File: src/rtl/sigma_delta_dac_output.sv
// sigma_delta_dac_output
//   First-order sigma-delta (pulse-density) transmitter. Each accepted
//   WIDTH-bit unsigned code D becomes exactly D ones per 2^WIDTH-cycle frame
//   on lvds_out, so a receiver integrating over the same window reads D back.
//
//   Build option: SIGMA_DELTA_DAC_FRAME_ALIGN_EN
//     defined   - codes go through a one-entry holding buffer and are loaded
//                 only at the frame boundary; underrun flags a reused code.
//     undefined - free-running: an accepted code is loaded immediately,
//                 no holding buffer, underrun tied low.
//
// Ports
//   clock          single clock, rising edge
//   reset          synchronous, active-high
//   data_in        unsigned sample code D
//   data_in_valid  data_in holds a sample
//   data_in_ready  block can take a sample (transfer on valid & ready)
//   lvds_out       registered pulse-density bit stream
//   frame_strobe   one-cycle pulse on the first bit of each frame
//   underrun       one-cycle pulse when a frame starts without a new sample
module sigma_delta_dac_output #(
    parameter int WIDTH = 5
) (
    input  logic             clock,
    input  logic             reset,
    input  logic [WIDTH-1:0] data_in,
    input  logic             data_in_valid,
    output logic             data_in_ready,
    output logic             lvds_out,
    output logic             frame_strobe,
    output logic             underrun
);

    logic [WIDTH-1:0] frame_cnt;
    logic [WIDTH-1:0] active_code;
    logic [WIDTH-1:0] acc;
    logic [WIDTH-1:0] acc_sum;
    logic             carry;
    logic             accept;

    // Phase-accumulator step at WIDTH+1 bits; the top bit is the output pulse.
    function automatic logic [WIDTH:0] phase_step(input logic [WIDTH-1:0] a,
                                                  input logic [WIDTH-1:0] b);
        return {1'b0, a} + {1'b0, b};
    endfunction

    assign {carry, acc_sum} = phase_step(acc, active_code);
    assign accept           = data_in_valid & data_in_ready;

    // Accumulator / output stage: lvds_out lags the accumulator step by one
    // cycle, so the first bit of a frame appears together with frame_strobe.
    always_ff @(posedge clock) begin
        if (reset) begin
            frame_cnt    <= '0;
            acc          <= '0;
            lvds_out     <= 1'b0;
            frame_strobe <= 1'b0;
        end else begin
            frame_cnt    <= frame_cnt + WIDTH'(1);
            acc          <= acc_sum;
            lvds_out     <= carry;
            frame_strobe <= (frame_cnt == '0);
        end
    end

`ifdef SIGMA_DELTA_DAC_FRAME_ALIGN_EN
    logic [WIDTH-1:0] pending;
    logic             pending_valid;
    logic             frame_end;

    assign frame_end     = (frame_cnt == {WIDTH{1'b1}});
    assign data_in_ready = ~pending_valid & ~reset;

    // Load stage: acc is back at zero on every boundary (2^WIDTH additions of a
    // constant wrap it exactly), so swapping the code here needs no clear.
    // An accept cannot coincide with a load because ready is low while the
    // buffer is full.
    always_ff @(posedge clock) begin
        if (reset) begin
            pending_valid <= 1'b0;
            active_code   <= '0;
            underrun      <= 1'b0;
        end else begin
            underrun <= 1'b0;
            if (frame_end) begin
                if (pending_valid) begin
                    active_code   <= pending;
                    pending_valid <= 1'b0;
                end else begin
                    underrun <= 1'b1;
                end
            end
            if (accept) begin
                pending_valid <= 1'b1;
            end
        end
    end

    always_ff @(posedge clock) begin
        if (accept) begin
            pending <= data_in;
        end
    end
`else
    assign data_in_ready = ~reset;
    assign underrun      = 1'b0;

    // Free-running load: the code takes effect on the acceptance edge and the
    // accumulator keeps its phase across the change.
    always_ff @(posedge clock) begin
        if (reset) begin
            active_code <= '0;
        end else if (accept) begin
            active_code <= data_in;
        end
    end
`endif

endmodule

File: config.mk
export PLATFORM = sky130hd
export DESIGN_NAME = sigma_delta_dac_output
export DESIGN_NICKNAME = d
export VERILOG_FILES = /design/src/rtl/sigma_delta_dac_output.sv
export SDC_FILE = /design/constraint.sdc
export NUM_CORES = 1
export LEC_CHECK = 0
export CORE_ASPECT_RATIO = 0.6
export CORE_UTILIZATION = 30
export DETAILED_ROUTE_END_ITERATION = 10
export DONT_BUFFER_PORTS = 1
export GPL_ROUTABILITY_DRIVEN = 0
export PLACE_DENSITY = 0.53
export REMOVE_ABC_BUFFERS = 1
export SYNTH_ARGS = -nofsm -noshare
export SYNTH_HDL_FRONTEND = slang
export SYNTH_SLANG_ARGS = --single-unit
File: constraint.sdc
create_clock -name clock -period 2.8 [get_ports clock]
set_input_delay 0.84 -clock clock [delete_from_list [all_inputs] [get_ports clock]]
set_output_delay 0.84 -clock clock [all_outputs]
set_load 0.005 [all_outputs]
==> results.json, run 1 <==
{
  "status": "finished, final reports clean",
  "layout-drive-gt1-share_pct": 6.849,
  "ys_seq_area_share_pct": 46.50,
  "power_density_nw_per_um2": 631.1,
  "min_path_type": "flip-flop to flip-flop",
  "insertion_delay_ns": 0.25,
  "wl_per_cell_um": 12.98,
  "synth-seq-cells": 17,
  "setup-tns-final_ns": 0,
  "rr_startpoint": "active_code[0]",
  "num_antenna_cells": 0,
  "antenna_found_initial": 0,
  "syn_area_sq_um": 732.0,
  "cp_data_required_time_ns": 2.94,
  "drv_slew": 0,
  "mostFrequentLayoutCells": "dfxtp_1, nor2_1, ha_1",
  "cp-startpoint": "active_code[0]",
  "die_y_um": 40.26,
  "grt_pass1_vias": 479,
  "start_util_pct": 32.85,
  "portBuffers": 0,
  "finalHoldViolations": 0,
  "synth.area.top_cells": "dfxtp_1, ha_1, mux2i_1",
  "cts_root_buf": "clkbuf_8",
  "arrival_ns": 1.93,
  "cts-hold-fix-buffers": 0,
  "grt_pass1_wl_um": 2366,
  "core-area_sq_um": 2228,
  "max_freq_mhz": 559.1,
  "rows": 13,
  "numCtsBuffers": 3,
  "setup_viol_count_final": 0,
  "start_kind": "flip-flop",
  "crit_path_end": "acc[4]",
  "clockBufferDepth": 2,
  "max_cap_violations": 0,
  "fin_total_pwr_mw": 0.5030,
  "layout.nets": 90,
  "cts_sinks": 17,
  "final_common_cell": "dfxtp_1",
  "detail_route.vias_per_cell": 4.641,
  "area_growth_pct": 8.889,
  "yosys_warnings": 0,
  "grt_max_degree": 18,
  "dieArea_sq_um": 2648,
  "skew_ns": 0.004209,
  "r2r-end": "acc[4]",
  "grt-ovfl-total": 0,
  "io_pins": 12,
  "cts_tree": "built",
  "finalCriticalPeriod_ns": 1.789,
  "cts_resized": 0,
  "p_leak_nw": 0.3723,
  "synth_top_cell_area_share_pct": 46.50,
  "dr.pass1.iters": 4,
  "finalCritPeriodShare_pct": 63.88,
  "htreeDepth": 1,
  "wirelength_um": 1337,
  "rsz0062_at_grt": "false",
  "grt_use_total_pct": 13.80,
  "route.detailed.drc": 0,
  "reg2reg_depth": 5,
  "hpwl_um": 1031,
  "synthCells": 72,
  "ir_drop_mv": 0.2618,
  "clk_pin_slew_ns": 0.06,
  "end_kind": "flip-flop",
  "antenna_left": 0,
  "die_x_um": 65.77,
  "critPathMaxFanout": 2,
  "drtIter0Drc": 33,
  "yosysTopAreaCell": "dfxtp_1",
  "vias": 478,
  "synth_area_per_cell_sq_um": 10.17,
  "ys_types": 23,
  "postCtsSetupBuffers": 0,
  "crit_type": "flip-flop to flip-flop",
  "rrSetupSlack_ns": 1.01
}
cells by family after synthesis:
logic type	after synthesis	synth area share, %
AOI/OAI and AO/OA	8	7.350
xor gates and xnor gates	4	4.787
adders and majority gates	8	14.70
buffers and inverters	6	3.932
DFF	17	46.50
muxes	6	8.376
other	1	0.5123
and+or+nand+nor	22	13.85
registers in the layout, indices dropped and copies added (netlist names):
register,cells
lvds_out,1
acc,5
active_code,5
frame_cnt,5
frame_strobe,1
worst min-delay path by stage:
stage,start,to,slack [ns],cells past startpoint
after global placement,frame_cnt[0],frame_cnt[0],0.46,1
after CTS,frame_cnt[0],frame_cnt[0],0.48,1
after global routing,frame_cnt[0],frame_cnt[0],0.53,1
after floorplan,frame_cnt[0],frame_cnt[0],0.43,1
after detailed placement,frame_cnt[0],frame_cnt[0],0.46,1
final,frame_cnt[0],frame_cnt[0],0.47,1
per-stage QoR:
step                      util, %  setup slack (ns)  instances  cell area, sq um  hold slack [ns]
after floorplan                 -             1.055         69             714.4           0.4296
after detailed placement    33.75             1.031         99             752.0           0.4631
after global routing        35.77            0.9634        103             797.0           0.5276
final                       35.77             1.011        103             797.0           0.4720
after CTS                   35.77             1.010        103             797.0           0.4782
after global placement      33.75             1.044         99             752.0           0.4566
layer usage:
| metal | vias to the layer above | global-route usage [%] | routed length (um) |
|---|---|---|---|
| met2 | 12 | 19.64 | 495 |
| met1 | 226 | 17.28 | 752 |
| met5 | - | 0 | 0 |
| li1 | 238 | - | - |
| met4 | 0 | 6.522 | 10 |
| met3 | 2 | 7.102 | 79 |
report_power, final:
group / leakage (nW) / total, mW / internal [mW] / switching [mW]
registers: 0.140 / 0.270 / 0.259 / 0.0108
logic: 0.210 / 0.0519 / 0.0272 / 0.0247
clock network: 0.0228 / 0.181 / 0.101 / 0.0800
total: 0.372 / 0.503 / 0.387 / 0.115
worst max-delay path: stages, from the launching register on:
cell and delay (ns):
dfxtp_1 0.32, ha_1 0.24, fa_1 0.42, a21o_1 0.19
a21oi_1 0.17, mux2_2 0.34
synth_stat cells:
master	instances
a211oi_1	1
a21o_1	1
a21oi_1	1
a21oi_2	1
and3_1	1
buf_2	2
buf_4	1
conb_1	1
dfxtp_1	17
fa_1	1
ha_1	7
inv_1	3
mux2_2	1
mux2i_1	5
nand3_1	2
nor2_1	13
nor2b_1	4
nor3_1	1
o211a_1	1
o21ai_0	3
or3_1	1
xnor2_1	2
xor2_1	2
final cells by class:
class | instances | area [sq um]
clock buffer | 4 | 45.04
fill | 221 | 1431
inverter | 3 | 11.26
multi-input combinational | 49 | 362.8
sequential | 17 | 340.3
tap | 30 | 37.54
(Power assumes the default switching activity.)
==> run 2, diff against run 1 <==
clock period = 1.8 ns   (was 2.8 ns; I/O delays follow)
==> run 2 against run 1 <==
Effect of this change: cell area up 0.47%; sequential share of layout area shrank 0.20 points; count of clock-buffer cells in the layout fell by 1; hold slack got worse by 0.13 ns; largest power group unchanged.
==> results.json, run 2 (synthesis gave the netlist of run 1 again) <==
{
  "status": "finished, final reports clean",
  "power_frac_comb_pct": 10.0,
  "end_kind": "flip-flop",
  "antenna_left": 0,
  "fin_cells": 103,
  "multi_input_area_sq_um": 365.4,
  "whs_ns": 0.3379,
  "cts_tree": "built",
  "power.switching_mw": 0.1878,
  "vias": 460,
  "finalCritPeriodShare_pct": 93.81,
  "setup_ws_ns": 0.1113,
  "grt_max_degree": 18,
  "htreeDepth": 1,
  "mostFrequentLayoutCells": "dfxtp_1, nor2_1, ha_1",
  "wl_per_cell_um": 12.11,
  "ff_latch_area_sq_um": 340.3,
  "cp-startpoint": "active_code[0]",
  "p_sw_share_pct": 23.89,
  "rsz0062_at_grt": "false",
  "setup_viol_count_final": 0,
  "wirelength_um": 1247,
  "layout-drive-gt1-share_pct": 9.589,
  "detail_route.vias_per_cell": 4.466,
  "grt_pass1_vias": 466,
  "hold_end": "acc[3]",
  "dp_cells": 99,
  "num_antenna_cells": 0,
  "arrival_ns": 1.83,
  "slowest_stage": "fa_2",
  "max_cap_violations": 0,
  "reg2reg_depth": 5,
  "post-place-ws_ns": 0.06948,
  "cp_data_required_time_ns": 1.94,
  "clockBufferDepth": 2,
  "grt-ovfl-total": 0,
  "clkPwrFrac_pct": 36.7,
  "finalCriticalPeriod_ns": 1.689,
  "cp_num_buf_inv": 0,
  "crit_type": "flip-flop to flip-flop",
  "final_util_pct": 35.93,
  "fillers": 225,
  "numCtsBuffers": 3,
  "clk_pin_slew_ns": 0.07,
  "setup-tns-final_ns": 0,
  "min_path_type": "input port to flip-flop",
  "drv_slew": 0,
  "drtIter0Drc": 25,
  "portBuffers": 0,
  "grt_use_total_pct": 12.49,
  "cts_root_buf": "clkbuf_8",
  "fin_total_pwr_mw": 0.7863,
  "power_density_nw_per_um2": 981.9,
  "skew_ns": 0.006352,
  "grt_pass1_wl_um": 2187,
  "area_growth_pct": 9.402,
  "layout.nets": 90,
  "dpl-instance-area_sq_um": 752.0,
  "cp_top_family": "adder cells",
  "dieArea_sq_um": 2648,
  "cpPeakStageDelay_ns": 0.37,
  "rr_startpoint": "active_code[0]",
  "insertion_delay_ns": 0.26,
  "worstHoldStart": "reset",
  "route.detailed.drc": 0,
  "dr.pass1.iters": 4,
  "start_util_pct": 32.85,
  "ir_drop_mv": 0.4423,
  "final_cell_area_sq_um": 800.8,
  "die_x_um": 65.77,
  "path_cells": "ha_1 > fa_2 > a21o_1 > a21oi_1 > mux2_2",
  "r2r-end": "acc[4]",
  "cts-hold-fix-buffers": 0,
  "io_pins": 12,
  "seqPwrFrac_pct": 53.3,
  "finalHoldViolations": 0,
  "max_freq_mhz": 592.2,
  "core-area_sq_um": 2228,
  "die_y_um": 40.26,
  "rows": 13,
  "p_leak_nw": 0.3729,
  "rrSetupSlack_ns": 0.11,
  "start_kind": "flip-flop",
  "final_common_cell": "dfxtp_1",
  "hold_depth": 1,
  "antenna_found_initial": 0,
  "cts_sinks": 17,
  "p_int_mw": 0.5984,
  "largestRegisters": "acc: 5 flops, active_code: 5 flops, frame_cnt: 5 flops",
  "critPathMaxFanout": 2
}
## run 2: changes by cell type in the layout (fill, tap and decap cells not counted), sizes merged
cell / before / now
clkbuf: 4 / 3
clkinv: 0 / 1
## run 2: layer usage
metal | vias to the layer above | GRT usage (%) | share of wire (%)
met3 | 2 | 6.818 | 6.5
met4 | 0 | 4.891 | 0.80
met5 | - | 0 | 0
met1 | 209 | 17.20 | 58
met2 | 12 | 15.56 | 35
li1 | 237 | - | -
## run 2: power by group through the flow
stage               sequential, mW  combinational (mW)  clock (mW)
floorplan                    0.424              0.0644           0
global placement             0.427              0.0757           0
detailed placement           0.427              0.0784           0
CTS                          0.419              0.0791       0.295
global route                 0.423              0.0919       0.318
finish                       0.419              0.0784       0.289
## run 2: repair_timing
item | 4_1_cts | 5_1_grt
buffers inserted | 0 | 0
resized for setup | 0 | 1
setup endpoints to repair | 0 | 1
## run 2: layout make-up
| type | instances | share of cell area [%] |
|---|---|---|
| clock buffer | 3 | 5.156 |
| clock inverter | 1 | 0.6250 |
| inverter | 3 | 1.406 |
| multi-input combinational | 49 | 45.62 |
| sequential | 17 | 42.50 |
| tap | 30 | 4.688 |
## run 2: how the worst max path moves through the flow
stage,end,slack (ns),depth (start not counted)
after floorplan,acc[4],0.14,5
after global placement,acc[4],0.10,5
after detailed placement,acc[4],0.07,5
after CTS,acc[4],0.05,5
after global routing,acc[4],0.05,5
final,acc[4],0.11,5
